==> config.mk <==
export PLATFORM = sky130hd
export DESIGN_NAME = imm_decode_stage
export DESIGN_NICKNAME = d
export VERILOG_FILES = /design/src/rtl/imm_decode_stage.sv
export SDC_FILE = /design/constraint.sdc
export NUM_CORES = 1
export LEC_CHECK = 0
export BUFFER_PORTS_ARGS = -buffer_cell sky130_fd_sc_hd__buf_4
export CAP_MARGIN = 20
export CORE_MARGIN = 2
export CORE_UTILIZATION = 55
export DETAILED_ROUTE_END_ITERATION = 6
export HOLD_SLACK_MARGIN = 0.1
export PLACE_DENSITY = 0.79
export SYNTH_ARGS = -nofsm -noshare
export SYNTH_HDL_FRONTEND = slang
export SYNTH_SLANG_ARGS = --single-unit
==> constraint.sdc <==
create_clock -name clk -period 2.6 [get_ports clk]
set_input_delay 0.52 -clock clk [delete_from_list [all_inputs] [get_ports clk]]
set_output_delay 0.52 -clock clk [all_outputs]
set_load 0.01 [all_outputs]
==> src/rtl/imm_decode_stage.sv <==
// imm_decode_stage: decodes the RISC-V immediate, format class and legality of a
// fetched instruction and queues the result in a 2-entry elastic buffer.
module imm_decode_stage #(
   parameter int XLEN = 32
) (
   input  logic            clk,
   input  logic            rst_n,
   input  logic            flush,
   input  logic            in_valid,
   output logic            in_ready,
   input  logic [31:0]     in_instr,
   input  logic [XLEN-1:0] in_pc,
   output logic            out_valid,
   input  logic            out_ready,
   output logic [31:0]     out_instr,
   output logic [XLEN-1:0] out_pc,
   output logic [XLEN-1:0] out_imm,
   output logic [2:0]      out_fmt,
   output logic            out_illegal
);

   localparam logic [6:0] OPC_LUI       = 7'b0110111;
   localparam logic [6:0] OPC_AUIPC     = 7'b0010111;
   localparam logic [6:0] OPC_JAL       = 7'b1101111;
   localparam logic [6:0] OPC_JALR      = 7'b1100111;
   localparam logic [6:0] OPC_BRANCH    = 7'b1100011;
   localparam logic [6:0] OPC_LOAD      = 7'b0000011;
   localparam logic [6:0] OPC_STORE     = 7'b0100011;
   localparam logic [6:0] OPC_OP_IMM    = 7'b0010011;
   localparam logic [6:0] OPC_OP_IMM_32 = 7'b0011011;
   localparam logic [6:0] OPC_OP        = 7'b0110011;
   localparam logic [6:0] OPC_OP_32     = 7'b0111011;
   localparam logic [6:0] OPC_MISC_MEM  = 7'b0001111;
   localparam logic [6:0] OPC_SYSTEM    = 7'b1110011;

   typedef enum logic [2:0] {
      FMT_R  = 3'd0,
      FMT_I  = 3'd1,
      FMT_S  = 3'd2,
      FMT_B  = 3'd3,
      FMT_U  = 3'd4,
      FMT_J  = 3'd5,
      FMT_Z  = 3'd6,
      FMT_SH = 3'd7
   } fmt_e;

   generate
      if (XLEN != 32 && XLEN != 64) begin : gen_bad_xlen
         $error("imm_decode_stage: XLEN must be 32 or 64");
      end
   endgenerate

   logic [6:0]      opcode;
   logic [2:0]      funct3;
   logic [XLEN-1:0] immI, immS, immB, immU, immJ;
   logic            shamt5Ok, shamt6Ok;
   logic [XLEN-1:0] rawImm, decImm;
   fmt_e            rawFmt, decFmt;
   logic            rawIllegal;

   assign opcode   = in_instr[6:0];
   assign funct3   = in_instr[14:12];
   assign immI     = XLEN'($signed(in_instr[31:20]));
   assign immS     = XLEN'($signed({in_instr[31:25], in_instr[11:7]}));
   assign immB     = XLEN'($signed({in_instr[31], in_instr[7], in_instr[30:25], in_instr[11:8], 1'b0}));
   assign immU     = XLEN'($signed({in_instr[31:12], 12'b0}));
   assign immJ     = XLEN'($signed({in_instr[31], in_instr[19:12], in_instr[20], in_instr[30:21], 1'b0}));
   // Only SRAI/SRAIW may carry the arithmetic bit; SLLI must have a clean upper field.
   assign shamt5Ok = (in_instr[31:25] == 7'b0000000) ||
                     (in_instr[31:25] == 7'b0100000 && funct3 == 3'b101);
   assign shamt6Ok = (in_instr[31:26] == 6'b000000) ||
                     (in_instr[31:26] == 6'b010000 && funct3 == 3'b101);

   always_comb begin
      rawImm     = '0;
      rawFmt     = FMT_R;
      rawIllegal = 1'b0;
      case (opcode)
         OPC_LUI, OPC_AUIPC: begin
            rawFmt = FMT_U;
            rawImm = immU;
         end
         OPC_JAL: begin
            rawFmt = FMT_J;
            rawImm = immJ;
         end
         OPC_JALR: begin
            rawFmt     = FMT_I;
            rawImm     = immI;
            rawIllegal = (funct3 != 3'b000);
         end
         OPC_BRANCH: begin
            rawFmt     = FMT_B;
            rawImm     = immB;
            rawIllegal = (funct3[2:1] == 2'b01);
         end
         OPC_LOAD, OPC_MISC_MEM: begin
            rawFmt = FMT_I;
            rawImm = immI;
         end
         OPC_STORE: begin
            rawFmt = FMT_S;
            rawImm = immS;
         end
         OPC_OP_IMM: begin
            if (funct3[1:0] == 2'b01) begin
               rawFmt = FMT_SH;
               if (XLEN == 64) begin
                  rawImm     = XLEN'(in_instr[25:20]);
                  rawIllegal = !shamt6Ok;
               end else begin
                  rawImm     = XLEN'(in_instr[24:20]);
                  rawIllegal = !shamt5Ok;
               end
            end else begin
               rawFmt = FMT_I;
               rawImm = immI;
            end
         end
         OPC_OP_IMM_32: begin
            if (XLEN != 64) begin
               rawIllegal = 1'b1;
            end else if (funct3[1:0] == 2'b01) begin
               rawFmt     = FMT_SH;
               rawImm     = XLEN'(in_instr[24:20]);
               rawIllegal = !shamt5Ok;
            end else begin
               rawFmt = FMT_I;
               rawImm = immI;
            end
         end
         OPC_OP: begin
            rawFmt = FMT_R;
         end
         OPC_OP_32: begin
            rawIllegal = (XLEN != 64);
         end
         OPC_SYSTEM: begin
            if (funct3[2]) begin
               rawFmt = FMT_Z;
               rawImm = XLEN'(in_instr[19:15]);
            end else begin
               rawFmt = FMT_I;
               rawImm = immI;
            end
         end
         default: begin
            rawIllegal = 1'b1;
         end
      endcase
   end

   // Illegal instructions are still forwarded, but with a neutral payload.
   assign decFmt = rawIllegal ? FMT_R : rawFmt;
   assign decImm = rawIllegal ? '0 : rawImm;

   logic [31:0]     instrQ   [2];
   logic [XLEN-1:0] pcQ      [2];
   logic [XLEN-1:0] immQ     [2];
   logic [2:0]      fmtQ     [2];
   logic            illegalQ [2];
   logic            rdPtr_q, rdPtr_d, wrPtr_q, wrPtr_d;
   logic [1:0]      count_q, count_d;
   logic            push, pop;

   assign in_ready  = (count_q != 2'd2);
   assign out_valid = (count_q != 2'd0);
   assign push      = in_valid & in_ready;
   assign pop       = out_valid & out_ready;

   always_comb begin
      rdPtr_d = rdPtr_q;
      wrPtr_d = wrPtr_q;
      count_d = count_q;
      if (flush) begin
         rdPtr_d = 1'b0;
         wrPtr_d = 1'b0;
         count_d = 2'd0;
      end else begin
         if (push) wrPtr_d = ~wrPtr_q;
         if (pop)  rdPtr_d = ~rdPtr_q;
         case ({push, pop})
            2'b10:   count_d = count_q + 2'd1;
            2'b01:   count_d = count_q - 2'd1;
            default: count_d = count_q;
         endcase
      end
   end

   always_ff @(posedge clk or negedge rst_n) begin
      if (!rst_n) begin
         rdPtr_q <= 1'b0;
         wrPtr_q <= 1'b0;
         count_q <= 2'd0;
         for (int i = 0; i < 2; i++) begin
            instrQ[i]   <= '0;
            pcQ[i]      <= '0;
            immQ[i]     <= '0;
            fmtQ[i]     <= '0;
            illegalQ[i] <= 1'b0;
         end
      end else begin
         rdPtr_q <= rdPtr_d;
         wrPtr_q <= wrPtr_d;
         count_q <= count_d;
         if (push && !flush) begin
            instrQ[wrPtr_q]   <= in_instr;
            pcQ[wrPtr_q]      <= in_pc;
            immQ[wrPtr_q]     <= decImm;
            fmtQ[wrPtr_q]     <= decFmt;
            illegalQ[wrPtr_q] <= rawIllegal;
         end
      end
   end

   assign out_instr   = instrQ[rdPtr_q];
   assign out_pc      = pcQ[rdPtr_q];
   assign out_imm     = immQ[rdPtr_q];
   assign out_fmt     = fmtQ[rdPtr_q];
   assign out_illegal = illegalQ[rdPtr_q];

endmodule
==> qor.log <==
qor: logic_synthesis.synth_enable_flop_cells 0
qor: setup_path.worst_ep_arrival 2000 ps
qor: cts.cts.sink_count 204
qor: run.maxCapViolations 0
qor: timing.timing.fmax 0.397 GHz
qor: drt.drc 0
qor: setup_path.r2r_setup_slack 650 ps
qor: setup_path.startpoint_type flop
qor: logic_synthesis.synthFlopType sky130_fd_sc_hd__dfrtp_1
qor: cts.post_cts_buffers 0
qor: logic_synthesis.synthDistinctLibCells 56
qor: setup_path.critical_path.reg2reg.startpoint count_q[0]
qor: placement.preCtsSetupSlack 26.6 ps
qor: worst_hold_path.worst_min_delay_path_endpoint pcQ[39]
qor: finish.antenna-diode-count 0
qor: die.dieArea 0.0183 mm^2
qor: worst_hold_path.hp-start in_pc[7]
qor: power.power_leakage 0.00569 uW
qor: drt.number_of_search_and_repair_iterations_in_the_first_detailed_routing_pass 6
qor: die.floorplan.rows 47
qor: worst_hold_path.hp-class in2reg
qor: global_route.met2_track_utilization_from_global_routing 43.3%
qor: cts.cts_buffer_depth 3
qor: drt.drt_wl_total 24100 um
qor: finish.layout.filler_cells 1300
qor: finish.drive_gt1_share 38.5%
qor: timing.finalWorstSetupSlack 83.8 ps
qor: setup_path.setup.worst_path.class reg2out
qor: cts.clock_tree_from_tritoncts done
qor: setup_path.end_kind output pin
qor: die.dieHeight 135 um
qor: outcome.run_status complete, no violations
qor: global_route.grt_start_max_net_pins 63
qor: global_route.grt_pass1_wl 38600 um
qor: setup_path.required_time_worst_endpoint 2080 ps
qor: power.power.ir.vdd_worst 0.483 mV
qor: logic_synthesis.syn-num-nets 951
qor: setup_path.timing.critical_path.cells buf_12, mux2_2, buf_4
qor: timing.timing.max_slew.rel_slack 38.0%
qor: timing.unrepaired_setup_endpoints_after_global_routing no
qor: die.floorplan.io_pins 171
qor: timing.fin_skew 9.81 ps
qor: drt.avgRoutedWirePerCell 18.8 um
qor: logic_synthesis.mappedNetlistArea 0.00946 mm^2
qor: worst_hold_path.whs_path_depth 3
qor: global_route.grt.met1_usage 37.1%
qor: finish.multi_input_area 0.00410 mm^2
qor: die.floorplan.die.width 135 um
qor: power.p_total 9010 uW
qor: timing.finalHoldViolations 0
qor: global_route.antenna_found_initial 0
qor: die.initial_core_util 56.6%
qor: setup_path.critical_path_top_delay_cell sky130_fd_sc_hd__dfrtp_4
qor: logic_synthesis.synth_cells 882
qor: finish.layout.core_utilization 70.8%
qor: die.placeableCoreArea 0.0167 mm^2
qor: cts.clk_root_buffer_cell sky130_fd_sc_hd__clkbuf_16
qor: placement.io_buffer_count 170
qor: setup_path.worstRegToRegCells 4
qor: cts.depth_of_the_cts_h_tree 1
qor: power.power_per_cell_area 762 mW/mm^2
qor: logic_synthesis.synthArstFlopShare 100%
qor: timing.tns 0 ps
qor: logic_synthesis.number_of_warnings_reported_in_the_yosys_synthesis_log 0
qor: finish.register_area 0.00511 mm^2
qor: drt.vias_post_dr 7312
qor: timing.final.period_utilization 96.8%
qor: global_route.track_usage 26.5%
qor: setup_path.critical-path-max-stage-delay 690 ps
qor: finish.num-nets-final 1114
qor: drt.ant_nets 0
qor: cts.clk_pin_slew 60 ps
qor: global_route.number_of_global_route_vias_before_repair 7347
qor: timing.tightestPinTransition 927 ps
qor: global_route.gr-max-usage-layer met2
qor: logic_synthesis.ys_seq_elements 204
qor: setup_path.reg2reg_to immQ[5]
qor: timing.setup_violations 0
qor: cts.worst_skew_pair.late_latency 500 ps
qor: drt.avgViaCountPerCell 5.72
qor: cts.clock_buffer_count_from_cts 21
qor: logic_synthesis.part_of_the_yosys_area_used_for_sequential_elements 54.0%
qor: drt.drtIter0Drc 587
qor: placement.hpwlAfterDp 15900 um
qor: global_route.gr_ovfl_total 0
qor: timing.finalCriticalPeriod 2520 ps
qor: setup_path.timing.critical_path.fanout_max 25
qor: timing.final_max_slew_viol_count 0
qor: finish.area.growth.synth_to_final 25.0%
qor: global_route.grt_util_met3 4.00%
qor: placement.place_congestion 0.928
qor: logic_synthesis.synthesis.area_per_instance 10.7 um^2
==> sequential cells by signal (all words and copies together) (netlist names) <==
name      flops
count_q       2
fmtQ          6
illegalQ      2
immQ         64
instrQ       64
pcQ          64
rdPtr_q       1
wrPtr_q       1
==> where the power goes <==
group          leakage [uW]  total [uW]  internal (uW)  switching (uW)
clock network      0.000357        3160           1940            1230
logic               0.00272        1840            999             840
registers           0.00261        4010           3730             281
==> worst max-delay path by stage <==
| stage | start | endpoint | slack, ps | cells after the start |
|---|---|---|---|---|
| after global routing | rdPtr_q | out_instr[4] | 20 | 3 |
| after floorplan | in_instr[6] | immQ[60] | 460 | 8 |
| after detailed placement | in_instr[26] | immQ[1] | 30 | 8 |
| final | rdPtr_q | out_imm[11] | 80 | 3 |
| after CTS | rdPtr_q | out_instr[12] | 80 | 3 |
| after global placement | in_instr[26] | immQ[31] | 30 | 8 |
==> cells by family after synthesis <==
kind of cell / count (synthesis) / share of synthesized area, %
AO/OA/AOI/OAI: 144 / 10.3
XOR/XNOR: 2 / 0.185
buffers and inverters: 62 / 2.80
flip-flops: 204 / 54.0
multiplexers: 160 / 19.0
AND/OR/NAND/NOR: 310 / 13.7
==> metrics by stage <==
stage	hold WS (ps)	std cells	cell area (um^2)
global route	214	1278	11800
finish	218	1278	11800
detailed placement	459	1241	11100
global placement	454	1241	11100
floorplan	224	882	9460
CTS	211	1278	11800
==> critical path, delay by kind of cell (launching register included) <==
| family | cells | cell delay [ps] |
|---|---|---|
| muxes | 1 | 400 |
| DFF | 1 | 690 |
| buffers and inverters | 2 | 400 |
==> area by class of cell <==
class                      count  area share (%)
clock buffer                  26            4.77
clock inverter                10            1.30
inverter                       5           0.159
multi-input combinational    616            34.7
sequential                   204            43.2
tap                          220            2.33
timing repair buffer         197            13.5
==> Yosys cell counts, types with 2 or more instances <==
library cell / count / area share (%)
sky130_fd_sc_hd__nor2b_1: 4 / 0.26
sky130_fd_sc_hd__nor2_1: 12 / 0.48
sky130_fd_sc_hd__o41ai_1: 2 / 0.19
sky130_fd_sc_hd__a31oi_1: 2 / 0.13
sky130_fd_sc_hd__a211oi_1: 3 / 0.24
sky130_fd_sc_hd__inv_1: 5 / 0.20
sky130_fd_sc_hd__a22oi_1: 13 / 1.0
sky130_fd_sc_hd__o31ai_1: 4 / 0.32
sky130_fd_sc_hd__buf_1: 3 / 0.12
sky130_fd_sc_hd__o21ai_2: 10 / 0.93
sky130_fd_sc_hd__nor3b_1: 2 / 0.16
sky130_fd_sc_hd__o21ai_0: 64 / 3.4
sky130_fd_sc_hd__mux2_2: 160 / 19
sky130_fd_sc_hd__dfrtp_1: 204 / 54
sky130_fd_sc_hd__and3b_1: 2 / 0.19
sky130_fd_sc_hd__a22o_1: 16 / 1.5
sky130_fd_sc_hd__o211ai_1: 2 / 0.16
sky130_fd_sc_hd__a21boi_0: 2 / 0.16
sky130_fd_sc_hd__or3_1: 2 / 0.13
sky130_fd_sc_hd__o31a_1: 2 / 0.19
sky130_fd_sc_hd__buf_2: 13 / 0.69
sky130_fd_sc_hd__clkbuf_1: 37 / 1.5
sky130_fd_sc_hd__a222oi_1: 4 / 0.42
sky130_fd_sc_hd__nand2b_1: 6 / 0.40
sky130_fd_sc_hd__xor2_1: 2 / 0.19
sky130_fd_sc_hd__nand3_1: 3 / 0.16
sky130_fd_sc_hd__nor3_1: 5 / 0.26
sky130_fd_sc_hd__buf_4: 2 / 0.16
sky130_fd_sc_hd__o22ai_1: 2 / 0.13
sky130_fd_sc_hd__nand4bb_1: 2 / 0.24
sky130_fd_sc_hd__nand2_1: 258 / 10
sky130_fd_sc_hd__a21oi_1: 5 / 0.26
sky130_fd_sc_hd__nor4_1: 2 / 0.13
sky130_fd_sc_hd__o21ai_1: 2 / 0.11
sky130_fd_sc_hd__nand4b_1: 2 / 0.19
sky130_fd_sc_hd__nor3_2: 3 / 0.32
==> per-layer routing <==
| layer | share of wire [%] | wire length (um) | vias up |
|---|---|---|---|
| li1 | - | - | 3382 |
| met1 | 43 | 10400 | 3642 |
| met2 | 48 | 11600 | 238 |
| met3 | 5.9 | 1430 | 50 |
| met4 | 2.8 | 682 | 0 |
| met5 | 0 | 0 | - |
==> layout by cell type, fill, tap and decap left out, types with 5 or more instances in the layout <==
cell,instances
sky130_fd_sc_hd__nand2_1,258
sky130_fd_sc_hd__dfrtp_1,203
sky130_fd_sc_hd__buf_4,186
sky130_fd_sc_hd__mux2_2,160
sky130_fd_sc_hd__o21ai_0,64
sky130_fd_sc_hd__clkbuf_16,21
sky130_fd_sc_hd__a22o_1,16
sky130_fd_sc_hd__a22oi_1,13
sky130_fd_sc_hd__nor2_1,12
sky130_fd_sc_hd__o21ai_2,10
sky130_fd_sc_hd__buf_12,9
sky130_fd_sc_hd__nand2b_1,6
sky130_fd_sc_hd__inv_1,5
sky130_fd_sc_hd__nor3_1,5
sky130_fd_sc_hd__a21oi_1,5
sky130_fd_sc_hd__clkinv_2,5
==> repair_timing <==
action | in CTS | in global routing
hold buffers | 1 | 0
endpoints found under the hold margin | 58 | 0
resized for setup | 0 | 0
setup endpoints to repair | 0 | 0
(Power assumes the default switching activity.)
